**src/rtl/gpio_port_bridge_if.sv**
```systemverilog
// ---------------------------------------------------------------------------
// gpio_port_bridge_if
//   Data-bus connection between the core's address decoder and the GPIO port
//   bridge. The decoder side (master) drives a one-cycle request. The bridge
//   side (slave) returns registered read data.
//
//   SEL      request targets the bridge this cycle
//   ADDR     byte offset within the bridge window (bits [1:0] ignored)
//   D_RW     1 = write, 0 = read, qualified by SEL
//   DDATA_W  write data
//   DDATA_R  registered read data
// ---------------------------------------------------------------------------
interface gpio_port_bridge_if;
  logic        SEL;
  logic [3:0]  ADDR;
  logic        D_RW;
  logic [31:0] DDATA_W;
  logic [31:0] DDATA_R;

  modport master (
    output SEL,
    output ADDR,
    output D_RW,
    output DDATA_W,
    input  DDATA_R
  );

  modport slave (
    input  SEL,
    input  ADDR,
    input  D_RW,
    input  DDATA_W,
    output DDATA_R
  );
endinterface

```
**src/rtl/gpio_port_bridge.sv**
```systemverilog
// ---------------------------------------------------------------------------
// gpio_port_bridge
//   Memory-mapped DW-bit I/O port. Core stores drive the DOUT pin register.
//   The asynchronous DIN pins are synchronised and change-detected. Every new
//   DIN value is queued in a small capture FIFO, which the core drains by
//   loads from the POP register.
//
//   Register map (word offsets, ADDR[1:0] ignored):
//     0x0 DOUT   RW  [DW-1:0]
//     0x4 DIN    RO  current synchronised pin value
//     0x8 STATUS     [7:0] count, [8] empty, [9] full, [10] overflow (W1C)
//     0xC POP    RO  FIFO head; the read also pops the entry (0 when empty)
//
//   Ports:
//     CLK    system clock; all logic runs on the rising edge
//     RESET  synchronous, active-high reset
//     bus    slave side of the core data-bus interface
//     DIN    asynchronous input pins
//     DOUT   output pin register
//     IRQ    high while the capture FIFO holds at least one entry (registered)
// ---------------------------------------------------------------------------
module gpio_port_bridge #(
  parameter int            FIFO_DEPTH = 4,
  parameter int            DW         = 16,
  parameter logic [DW-1:0] DOUT_RST   = '0
) (
  input  logic               CLK,
  input  logic               RESET,
  gpio_port_bridge_if.slave  bus,
  input  logic [DW-1:0]      DIN,
  output logic [DW-1:0]      DOUT,
  output logic               IRQ
);

  // Pointer width. The depth is a power of two, so the pointers wrap
  // modulo FIFO_DEPTH without any compare logic.
  localparam int AW = (FIFO_DEPTH > 1) ? $clog2(FIFO_DEPTH) : 1;
  // The count needs one extra value to represent "full".
  localparam int CW = $clog2(FIFO_DEPTH + 1);

  localparam logic [1:0] IDX_DOUT   = 2'd0;
  localparam logic [1:0] IDX_DIN    = 2'd1;
  localparam logic [1:0] IDX_STATUS = 2'd2;

  // -------------------------------------------------------------------------
  // State
  // -------------------------------------------------------------------------
  logic [DW-1:0] s1_reg;
  logic [DW-1:0] s2_reg;
  logic [DW-1:0] prev_reg;
  logic          primed_reg;

  logic [DW-1:0] dout_reg;
  logic [31:0]   ddata_r_reg;
  logic [31:0]   ddata_r_next;

  logic [DW-1:0] mem [FIFO_DEPTH];
  logic [AW-1:0] wr_ptr_reg;
  logic [AW-1:0] rd_ptr_reg;
  logic [CW-1:0] count_reg;
  logic [CW-1:0] count_next;
  logic          ovf_reg;
  logic          ovf_next;
  logic          irq_reg;

  // -------------------------------------------------------------------------
  // Bus decode
  // -------------------------------------------------------------------------
  logic       bus_rd;
  logic       bus_wr;
  logic [1:0] reg_idx;

  assign bus_rd  = bus.SEL & ~bus.D_RW;
  assign bus_wr  = bus.SEL &  bus.D_RW;
  assign reg_idx = bus.ADDR[3:2];

  // The low address bits and the upper write-data bits carry no meaning here.
  logic unused_bus_bits;
  assign unused_bus_bits = ^{bus.ADDR[1:0], bus.DDATA_W};

  // -------------------------------------------------------------------------
  // FIFO control
  // -------------------------------------------------------------------------
  logic fifo_empty;
  logic fifo_full;
  logic pop_req;
  logic pop_do;
  logic push_req;
  logic push_do;
  logic ovf_set;
  logic ovf_clr;

  assign fifo_empty = (count_reg == '0);
  assign fifo_full  = (count_reg == CW'(FIFO_DEPTH));

  // A POP on an empty FIFO is a plain read of zero; nothing moves.
  assign pop_req = bus_rd & (reg_idx == 2'd3);
  assign pop_do  = pop_req & ~fifo_empty;

  // Change detection runs on the synchronised value against its own
  // one-cycle-delayed copy.
  assign push_req = primed_reg & (s2_reg != prev_reg);

  // A simultaneous pop frees the slot, so a push into a full FIFO is
  // accepted in that case and is not an overflow.
  assign push_do = push_req & (~fifo_full | pop_do);
  assign ovf_set = push_req & fifo_full & ~pop_do;
  assign ovf_clr = bus_wr & (reg_idx == IDX_STATUS) & bus.DDATA_W[10];

  always_comb begin
    count_next = count_reg;
    if (push_do && !pop_do) begin
      count_next = count_reg + CW'(1);
    end else if (pop_do && !push_do) begin
      count_next = count_reg - CW'(1);
    end
  end

  // Set wins over a same-cycle W1C so that no overflow event is lost.
  always_comb begin
    ovf_next = ovf_reg;
    if (ovf_set) begin
      ovf_next = 1'b1;
    end else if (ovf_clr) begin
      ovf_next = 1'b0;
    end
  end

  // -------------------------------------------------------------------------
  // Read-data formatting: zero-extend the DW-bit quantities to the bus width
  // -------------------------------------------------------------------------
  logic [DW-1:0] fifo_head;
  logic [31:0]   dout_word;
  logic [31:0]   din_word;
  logic [31:0]   head_word;
  logic [31:0]   status_word;

  assign fifo_head = mem[rd_ptr_reg];

  genvar gi;
  generate
    for (gi = 0; gi < 32; gi++) begin : g_ext
      if (gi < DW) begin : g_pin
        assign dout_word[gi] = dout_reg[gi];
        assign din_word[gi]  = s2_reg[gi];
        assign head_word[gi] = fifo_head[gi];
      end else begin : g_pad
        assign dout_word[gi] = 1'b0;
        assign din_word[gi]  = 1'b0;
        assign head_word[gi] = 1'b0;
      end
    end
  endgenerate

  always_comb begin
    status_word           = '0;
    status_word[CW-1:0]   = count_reg;
    status_word[8]        = fifo_empty;
    status_word[9]        = fifo_full;
    status_word[10]       = ovf_reg;
  end

  // DDATA_R only changes on a read. Writes and idle cycles leave the last
  // read value on the bus.
  always_comb begin
    ddata_r_next = ddata_r_reg;
    if (bus_rd) begin
      case (reg_idx)
        IDX_DOUT:   ddata_r_next = dout_word;
        IDX_DIN:    ddata_r_next = din_word;
        IDX_STATUS: ddata_r_next = status_word;
        default:    ddata_r_next = pop_do ? head_word : 32'h0;
      endcase
    end
  end

  // -------------------------------------------------------------------------
  // Input synchroniser and change detector
  // -------------------------------------------------------------------------
  // On the first cycle after reset every stage is seeded from the pins. The
  // value present at start-up then becomes the baseline and is not reported
  // as a change. After that the stages shift normally, so a pin change
  // reaches the FIFO two edges after it is first sampled.
  always_ff @(posedge CLK) begin
    if (RESET) begin
      s1_reg     <= '0;
      s2_reg     <= '0;
      prev_reg   <= '0;
      primed_reg <= 1'b0;
    end else if (!primed_reg) begin
      s1_reg     <= DIN;
      s2_reg     <= DIN;
      prev_reg   <= DIN;
      primed_reg <= 1'b1;
    end else begin
      s1_reg     <= DIN;
      s2_reg     <= s1_reg;
      prev_reg   <= s2_reg;
    end
  end

  // -------------------------------------------------------------------------
  // Capture FIFO storage (no reset; validity is tracked by count_reg)
  // -------------------------------------------------------------------------
  always_ff @(posedge CLK) begin
    if (!RESET && push_do) begin
      mem[wr_ptr_reg] <= s2_reg;
    end
  end

  always_ff @(posedge CLK) begin
    if (RESET) begin
      wr_ptr_reg <= '0;
      rd_ptr_reg <= '0;
      count_reg  <= '0;
      ovf_reg    <= 1'b0;
      irq_reg    <= 1'b0;
    end else begin
      if (push_do) begin
        wr_ptr_reg <= wr_ptr_reg + AW'(1);
      end
      if (pop_do) begin
        rd_ptr_reg <= rd_ptr_reg + AW'(1);
      end
      count_reg <= count_next;
      ovf_reg   <= ovf_next;
      // IRQ is registered together with the count so that both change on
      // the same edge.
      irq_reg   <= (count_next != '0);
    end
  end

  // -------------------------------------------------------------------------
  // Output pin register and read-data register
  // -------------------------------------------------------------------------
  always_ff @(posedge CLK) begin
    if (RESET) begin
      dout_reg <= DOUT_RST;
    end else if (bus_wr && (reg_idx == IDX_DOUT)) begin
      dout_reg <= bus.DDATA_W[DW-1:0];
    end
  end

  always_ff @(posedge CLK) begin
    if (RESET) begin
      ddata_r_reg <= '0;
    end else begin
      ddata_r_reg <= ddata_r_next;
    end
  end

  assign DOUT        = dout_reg;
  assign IRQ         = irq_reg;
  assign bus.DDATA_R = ddata_r_reg;

endmodule
```
**src/flat_wrapper.sv**
```systemverilog
// flat-port wrapper written by rule: the top's interface ports become plain ports
module gpio_port_bridge_flat 
#(
  parameter int            FIFO_DEPTH = 4,
  parameter int            DW         = 16,
  parameter logic [DW-1:0] DOUT_RST   = '0
)
  (CLK, RESET, DIN, DOUT, IRQ, bus_SEL, bus_ADDR, bus_D_RW, bus_DDATA_W, bus_DDATA_R);
  gpio_port_bridge_if bus_i ();
  input  logic CLK;
  input  logic RESET;
  input  logic [DW-1:0] DIN;
  output logic [DW-1:0] DOUT;
  output logic IRQ;
  input wire logic [$bits(bus_i.SEL)-1:0] bus_SEL;
  input wire logic [$bits(bus_i.ADDR)-1:0] bus_ADDR;
  input wire logic [$bits(bus_i.D_RW)-1:0] bus_D_RW;
  input wire logic [$bits(bus_i.DDATA_W)-1:0] bus_DDATA_W;
  output wire logic [$bits(bus_i.DDATA_R)-1:0] bus_DDATA_R;
  assign bus_i.SEL = bus_SEL;
  assign bus_i.ADDR = bus_ADDR;
  assign bus_i.D_RW = bus_D_RW;
  assign bus_i.DDATA_W = bus_DDATA_W;
  assign bus_DDATA_R = bus_i.DDATA_R;
  gpio_port_bridge #(.FIFO_DEPTH(FIFO_DEPTH), .DW(DW), .DOUT_RST(DOUT_RST)) u_core (.CLK(CLK), .RESET(RESET), .bus(bus_i), .DIN(DIN), .DOUT(DOUT), .IRQ(IRQ));
endmodule
```
**config.mk**
```make
export PLATFORM = sky130hd
export DESIGN_NAME = gpio_port_bridge_flat
export DESIGN_NICKNAME = d
export VERILOG_FILES = /design/src/rtl/gpio_port_bridge_if.sv /design/src/rtl/gpio_port_bridge.sv /design/src/flat_wrapper.sv
export SDC_FILE = /design/constraint.sdc
export NUM_CORES = 1
export LEC_CHECK = 0
export CORE_MARGIN = 3
export CORE_UTILIZATION = 35
export CTS_CLUSTER_SIZE = 25
export DETAILED_ROUTE_END_ITERATION = 12
export PLACE_DENSITY_LB_ADDON = 0.15
export SLEW_MARGIN = 25
export SYNTH_ARGS = -nofsm -noshare
export SYNTH_HDL_FRONTEND = slang
export SYNTH_SLANG_ARGS = --single-unit
```
**constraint.sdc**
```tcl
create_clock -name CLK -period 3.1 [get_ports CLK]
set_input_delay 0.465 -clock CLK [delete_from_list [all_inputs] [get_ports CLK]]
set_output_delay 0.465 -clock CLK [all_outputs]
set_load 0.02 [all_outputs]
```
==> implementation parameters, run 1 <==
Parameter                              Value

Synthesis
  Unique cell type count in the Yosys netlist ... 49
  Post-Synthesis Mean Instance Area ... 11.59 µm²
  Netlist area before placement ... about 0.0063 mm²
  EDFF count, synth ... 64
  Number of instances in the synthesized netlist ... 545
  Synth area leaders ... edfxtp_1 (30%), dfxtp_1 (29%), mux4_2 (5.7%)
  Flip-flop and latch count after synthesis ... 156
  Fraction of registers with async set/reset ... 0
  Area share of the largest cell type after synthesis ... 0.3043
  Area leader, netlist ... edfxtp_1
  Number of warnings printed during yosys synthesis ... 0
  Post-synthesis sequential area ratio ... 0.5960
  Top_reg_cell synth ... dfxtp_1

Setup path
  Number of cells traversed by the worst register-to-register path ... 6
  Launch instance of the worst register-to-register path ... u_core.s2_reg[9]$_SDFF_PP0_
  Worst setup slack for register-to-register paths ... 670 ps
  Cell at the slowest stage of the critical path ... o41ai_4
  CP startpoint ... u_core.s2_reg[9]$_SDFF_PP0_
  Capturing instance or port of the critical path ... u_core.mem[2][7]$_DFFE_PP_
  Arr. time, crit path ... between 2000 and 3000 ps
  CP max stage delay ... ~670 ps
  Type of the worst setup path ... flop to flop
  Maximum fanout along the worst path ... 16
  Type of element capturing the critical path ... flop
  Chain of cells forming the critical path ... xnor2_1, nand4_1, o41ai_4, a31oi_4, and3_1, buf_4
  Startpoint type of the worst setup path ... flop
  Data required time of the worst path ... 3260 ps
  Capture point of the worst reg-to-reg path ... u_core.mem[2][7]$_DFFE_PP_

STA
  Pins Over Slew Limit ... 0
  Min Hold Slack ... 400.9 ps
  Setup repair after global routing missed its margin ... false
  Count of final setup violators ... 0
  Final min period ... 2430 ps
  Setup TNS ... 0 ps
  Transition time at the pin with the least slew margin ... 848.5 ps
  Final worst clock skew ... 6.952 ps
  F_max ... 0.4115 GHz
  Period utilisation layout ... 0.7838
  Worst-case headroom to the max-slew limit ... 0.4336
  Hold violation count in the final report ... 0

Clock network
  Quantity of hold-fixing buffers added after cts ... 0
  Clock network latency to the later pin of the worst-skew pair ... 420 ps
  CTS H-Tree Depth ... 4
  Post-CTS Setup Repair Bufs ... 0
  Clk buf depth ... 2
  Resized cells post-CTS ... 0
  Number of buffers added by the clock tree synthesis step ... 17
  Root Driver ... clkbuf_16
  TritonCTS clock tree ... yes
  CTS Sinks ... 156
  Clock slew seen by the registers of the worst setup and hold paths ... 60 ps

Global routing
  Total global routing overflow ... 0
  Total global routing track utilization ... 0.1526
  Global-route wire length before repair ... between 20,000 and 25,000 µm
  Largest net degree at the start of global routing ... 54
  Number of global-route vias before repair ... 4,196
  Antenna violations before repair ... 0

Floorplanning
  Effective utilization at floorplan ... 0.3613
  Die Y-Extent ... around 140 µm
  Ports placed on the boundary ... 105
  Core Rows ... 48
  Core region area ... roughly 0.017 mm²
  Floorplan die area ... just under 0.02 mm²
  Die span in x ... 140.3 µm

Final layout
  Signed area change from the synthesized netlist to the final layout ... 24.11%
  Leading cell types in the layout, fill and taps excluded ... dfxtp_1 (92), nand2_1 (86), clkdlybuf4s50_1 (69)
  Fraction of final layout cells sized beyond drive strength 1 ... 0.1169
  Largest register by flop count ... u_core.mem
  Net count of the finished layout ... between 600 and 700
  Antenna diode count ... 0
  Leading cell type in the layout, fill and taps excluded ... dfxtp_1
  Post-route standard cell area excluding fillers ... roughly 0.0078 mm²
  Flip-flop count of the largest register after layout ... 64

Drt
  Detailed-route wire length per cell ... ~17 µm
  Total wirelength of the detailed-routed design ... 14,440 µm
  DRT Pass-1 Iters ... 4
  Via count ... between 4,000 and 5,000
  Violation count after the first detailed-route iteration ... 235
  Detail Route Antenna Nets ... 0
  Number of vias per cell ... 4.906
  Remaining design rule violation count ... 0

Power
  Share of total power in the clock network ... 0.429
  Internal power consumption ... around 3.8 mW
  Switch Pwr ... 1.180 mW
  Worst vdd rail ir drop ... between 400 and 500 µV
  Net Sw Frac ... 0.2378
  Share of power burned in registers ... 0.464
  Leakage power of the design ... between 2 and 3 nW
  Pwr dens ... 632.9 mW/mm²
  Proportion of power drawn by combinational gates ... 0.107

Place
  Post-detail-place hpwl ... between 9000 and 10,000 µm
  Gp weighted congestion ... 0.7375
  Count of input and output buffers ... 70
  Placed Instance Area ... 0.007228 mm²

Min path
  Type of the worst min-delay path ... primary input to flop
  Number of cells traversed by the worst hold path ... 2

Flow run
  Number of violations of the max-capacitance limit ... 0

Run status
  Outcome ... complete, no violations
worst max-delay path: cells and delay by family, from the launching register on:
| family | cells | cell delay [ps] |
|---|---|---|
| flops | 1 | 490 |
| buf+inv | 1 | 210 |
| xor+xnor | 1 | 180 |
| simple gates | 2 | 460 |
| compound gates | 2 | 810 |
stage by stage:
step                utilization  setup WS (ps)  total power, mW  std cells
finish                   0.4485          670.1            4.960        858
global route             0.4485          515.0            5.156        858
CTS                      0.4485          645.2            5.017        858
detailed placement       0.4136          431.3            2.884        826
global placement         0.4136          481.1            2.870        826
floorplan                     -          916.5            2.690        560
cells by family (layout without fill, tap and decap cells):
group / Yosys count / in the layout / synth area share
AOI/OAI and AO/OA: 87 / 87 / 0.09134
xor gates and xnor gates: 21 / 21 / 0.03150
adders and majority gates: 7 / 7 / 0.01387
buffers and inverters: 54 / 127 / 0.04537
DFF: 156 / 156 / 0.5960
muxes: 35 / 35 / 0.08797
other: 1 / 16 / 0.0005938
and+or+nand+nor: 184 / 184 / 0.1333
layer usage:
metal  track usage  vias to the layer above  part of all wire
li1              -                     2051                 -
met1        0.2060                     2020              0.47
met2        0.2407                      123              0.46
met3       0.03551                       15             0.052
met4       0.05558                        0             0.015
met5             0                        -                 0
synth_stat cells (all sizes together), types with 2 or more instances:
library cell / n
mux2i: 18
clkbuf: 21
o21ai: 2
edfxtp: 64
a221oi: 4
nor2b: 20
o22ai: 3
nor2: 39
o31a: 2
a211oi: 17
nor3: 14
mux4: 16
or3: 2
nand3b: 2
and3: 4
dfxtp: 92
nand3: 3
clkinv: 2
nand4: 7
nand2b: 3
buf: 26
a21oi: 50
ha: 7
nand2: 86
inv: 5
xnor2: 20
o31ai: 2
area by class of cell:
type	instances	area (µm²)
fillers	1625	9639
inverters	7	26.28
repair buffers	88	830.8
clock inverters	8	105.1
flip-flops and latches	156	3764
multi-input cells	350	2326
well taps	225	281.5
clock buffers	24	504.2
how the worst min path moves through the flow:
stage / startpoint / to
2_1_floorplan: u_core.s1_reg[0]$_SDFF_PP0_ / u_core.s2_reg[0]$_SDFF_PP0_
3_3_place_gp: u_core.s1_reg[6]$_SDFF_PP0_ / u_core.s2_reg[6]$_SDFF_PP0_
3_5_place_dp: u_core.s1_reg[5]$_SDFF_PP0_ / u_core.s2_reg[5]$_SDFF_PP0_
4_1_cts: RESET / u_core.primed_reg$_DFF_P_
5_1_grt: RESET / u_core.primed_reg$_DFF_P_
6_report: RESET / u_core.primed_reg$_DFF_P_
power groups by stage:
stage	clock (mW)	sequential, mW	combinational, mW
2_1_floorplan	0	2.35	0.336
3_3_place_gp	0	2.34	0.528
3_5_place_dp	0	2.35	0.536
4_1_cts	2.18	2.30	0.539
5_1_grt	2.26	2.31	0.586
6_report	2.13	2.30	0.531
Power figures use the tool's default switching activity.
==> run 2, diff against run 1 <==
Clock period 3.1 ns to 2.4 ns, I/O delays scaled along.
==> implementation parameters, run 2 (synthesis results as in run 1) <==
Parameter                              Value

Power
  Worst vdd rail ir drop ... 523.2 µV
  Leakage power of the design ... 2.844 nW
  Pwr dens ... 763.7 mW/mm²

Final layout
  Sequential cell area ... 0.003765 mm²
  Largest register by flop count ... u_core.mem
  Area taken by multi-input logic gates ... between 0.002 and 0.0025 mm²
  Net count of the finished layout ... roughly 700
  Fraction of final layout cells sized beyond drive strength 1 ... 0.1398
  Leading cell types in the layout, fill and taps excluded ... dfxtp_1 (91), nand2_1 (86), clkdlybuf4s50_1 (69)
  Antenna diode count ... 0
  Leading cell type in the layout, fill and taps excluded ... dfxtp_1
  Flip-flop count of the largest register after layout ... 64
  FILL cells ... 1,633
  Signed area change from the synthesized netlist to the final layout ... 26.09%

Floorplanning
  Core Rows ... 48
  Effective utilization at floorplan ... 0.3613
  Ports placed on the boundary ... 105
  Core region area ... 0.01748 mm²
  Die Y-Extent ... 140.3 µm
  Die span in x ... 140.3 µm
  Floorplan die area ... 0.01969 mm²

STA
  F_max ... 0.4536 GHz
  Pins Over Slew Limit ... 0
  Min Hold Slack ... roughly 360 ps
  Final worst clock skew ... 6.751 ps
  Transition time at the pin with the least slew margin ... 527.5 ps
  Final min period ... 2205 ps
  Period utilisation layout ... 0.9187
  Worst-case headroom to the max-slew limit ... 0.6471
  Hold violation count in the final report ... 0
  Count of final setup violators ... 0
  Setup TNS ... 0 ps
  Setup repair after global routing missed its margin ... false

Clock network
  Clock network latency to the later pin of the worst-skew pair ... 420 ps
  Root Driver ... clkbuf_16
  TritonCTS clock tree ... yes
  Post-CTS Setup Repair Bufs ... 0
  Quantity of hold-fixing buffers added after cts ... 0
  Number of buffers added by the clock tree synthesis step ... 17
  CTS Sinks ... 156
  Clock slew seen by the registers of the worst setup and hold paths ... about 60 ps
  Clk buf depth ... 2
  CTS H-Tree Depth ... 4

Global routing
  Antenna violations before repair ... 0
  Global-route wire length before repair ... 22,670 µm
  Total global routing track utilization ... 0.1496
  Largest net degree at the start of global routing ... between 90 and 100
  Number of global-route vias before repair ... 4,082
  Total global routing overflow ... 0

Min path
  Number of cells traversed by the worst hold path ... 2
  Type of the worst min-delay path ... primary input to flop
  Launch instance of the worst min-delay path ... RESET
  Hold Path Sink ... u_core.primed_reg$_DFF_P_

Place
  Post-detail-place hpwl ... 9933 µm
  Gp weighted congestion ... ~0.79
  Count of input and output buffers ... 70

Setup path
  Type of the worst setup path ... flop to flop
  Number of cells traversed by the worst register-to-register path ... 7
  Worst setup slack for register-to-register paths ... 200 ps
  Startpoint type of the worst setup path ... flop
  Maximum fanout along the worst path ... 16
  Data required time of the worst path ... 2520 ps
  Type of element capturing the critical path ... flop
  Launch instance of the worst register-to-register path ... u_core.count_reg[1]$_SDFF_PP0_
  Capture point of the worst reg-to-reg path ... u_core.mem[1][10]$_DFFE_PP_
  Arr. time, crit path ... 2330 ps

Drt
  Via count ... 4,145
  Number of vias per cell ... around 4.7
  Detailed-route wire length per cell ... 16.16 µm
  Detail Route Antenna Nets ... 0
  Total wirelength of the detailed-routed design ... 14,150 µm
  Remaining design rule violation count ... 0
  Violation count after the first detailed-route iteration ... 181
  DRT Pass-1 Iters ... 6

Flow run
  Number of violations of the max-capacitance limit ... 0

Run status
  Outcome ... complete, no violations
## run 2: what timing repair did
action / 4_1_cts / 5_1_grt
hold endpoints to repair: 0 / 0
gates resized for setup: 0 / 1
setup endpoints to repair: 0 / 16
## run 2: worst max-delay path by stage
| stage | from | end | slack [ps] | cells after the start |
|---|---|---|---|---|
| finish | u_core.count_reg[1]$_SDFF_PP0_ | u_core.mem[1][10]$_DFFE_PP_ | 200 | 7 |
| global route | u_core.count_reg[1]$_SDFF_PP0_ | u_core.mem[2][10]$_DFFE_PP_ | 100 | 7 |
| CTS | u_core.count_reg[0]$_SDFF_PP0_ | u_core.mem[1][10]$_DFFE_PP_ | 140 | 7 |
| detailed placement | bus_SEL | u_core.mem[1][6]$_DFFE_PP_ | 110 | 6 |
| global placement | bus_SEL | u_core.mem[1][7]$_DFFE_PP_ | 100 | 6 |
| floorplan | u_core.count_reg[0]$_SDFF_PP0_ | u_core.mem[1][0]$_DFFE_PP_ | 220 | 6 |
## run 2: area by class of cell
class / instances / share of cell area
Timing Repair Buffer: 106 / 0.1307
Clock inverter: 10 / 0.009899
Sequential cell: 156 / 0.4728
Tap cell: 225 / 0.03536
Inverter: 7 / 0.003300
Clock buffer: 22 / 0.05578
Multi-Input combinational cell: 350 / 0.2921
## run 2: layer usage
layer / vias to the layer above / global-route usage / routed length, µm
li1: 2098 / - / -
met1: 1934 / 0.2106 / 6928
met2: 101 / 0.2273 / 6391
met3: 12 / 0.03653 / 689
met4: 0 / 0.04895 / 142
met5: - / 0 / 0
## run 2: power by group
group          switching (mW)  total, mW  internal, mW
combinational           0.398      0.729         0.332
clock                   0.984       2.39          1.41
sequential             0.0703       2.96          2.89
total                    1.45       6.08          4.63
## run 2: critical path: stages, from the launching register on
cell	delay (ps)
dfxtp_1	420
inv_1	130
ha_1	270
nand2b_1	160
nand3_1	200
a31oi_4	300
and3_1	240
buf_12	170
## run 2: metrics by stage
stage                 util  power [mW]  setup slack, ps  cell area, µm²  instances
detailed placement  0.4256       3.753            112.9            7438        844
global route        0.4556       6.344            95.77            7963        876
CTS                 0.4555       6.166            136.2            7961        876
finish              0.4556       6.081            195.2            7963        876
floorplan                -       3.474            216.5            6371        560
global placement    0.4256       3.736            102.5            7438        844
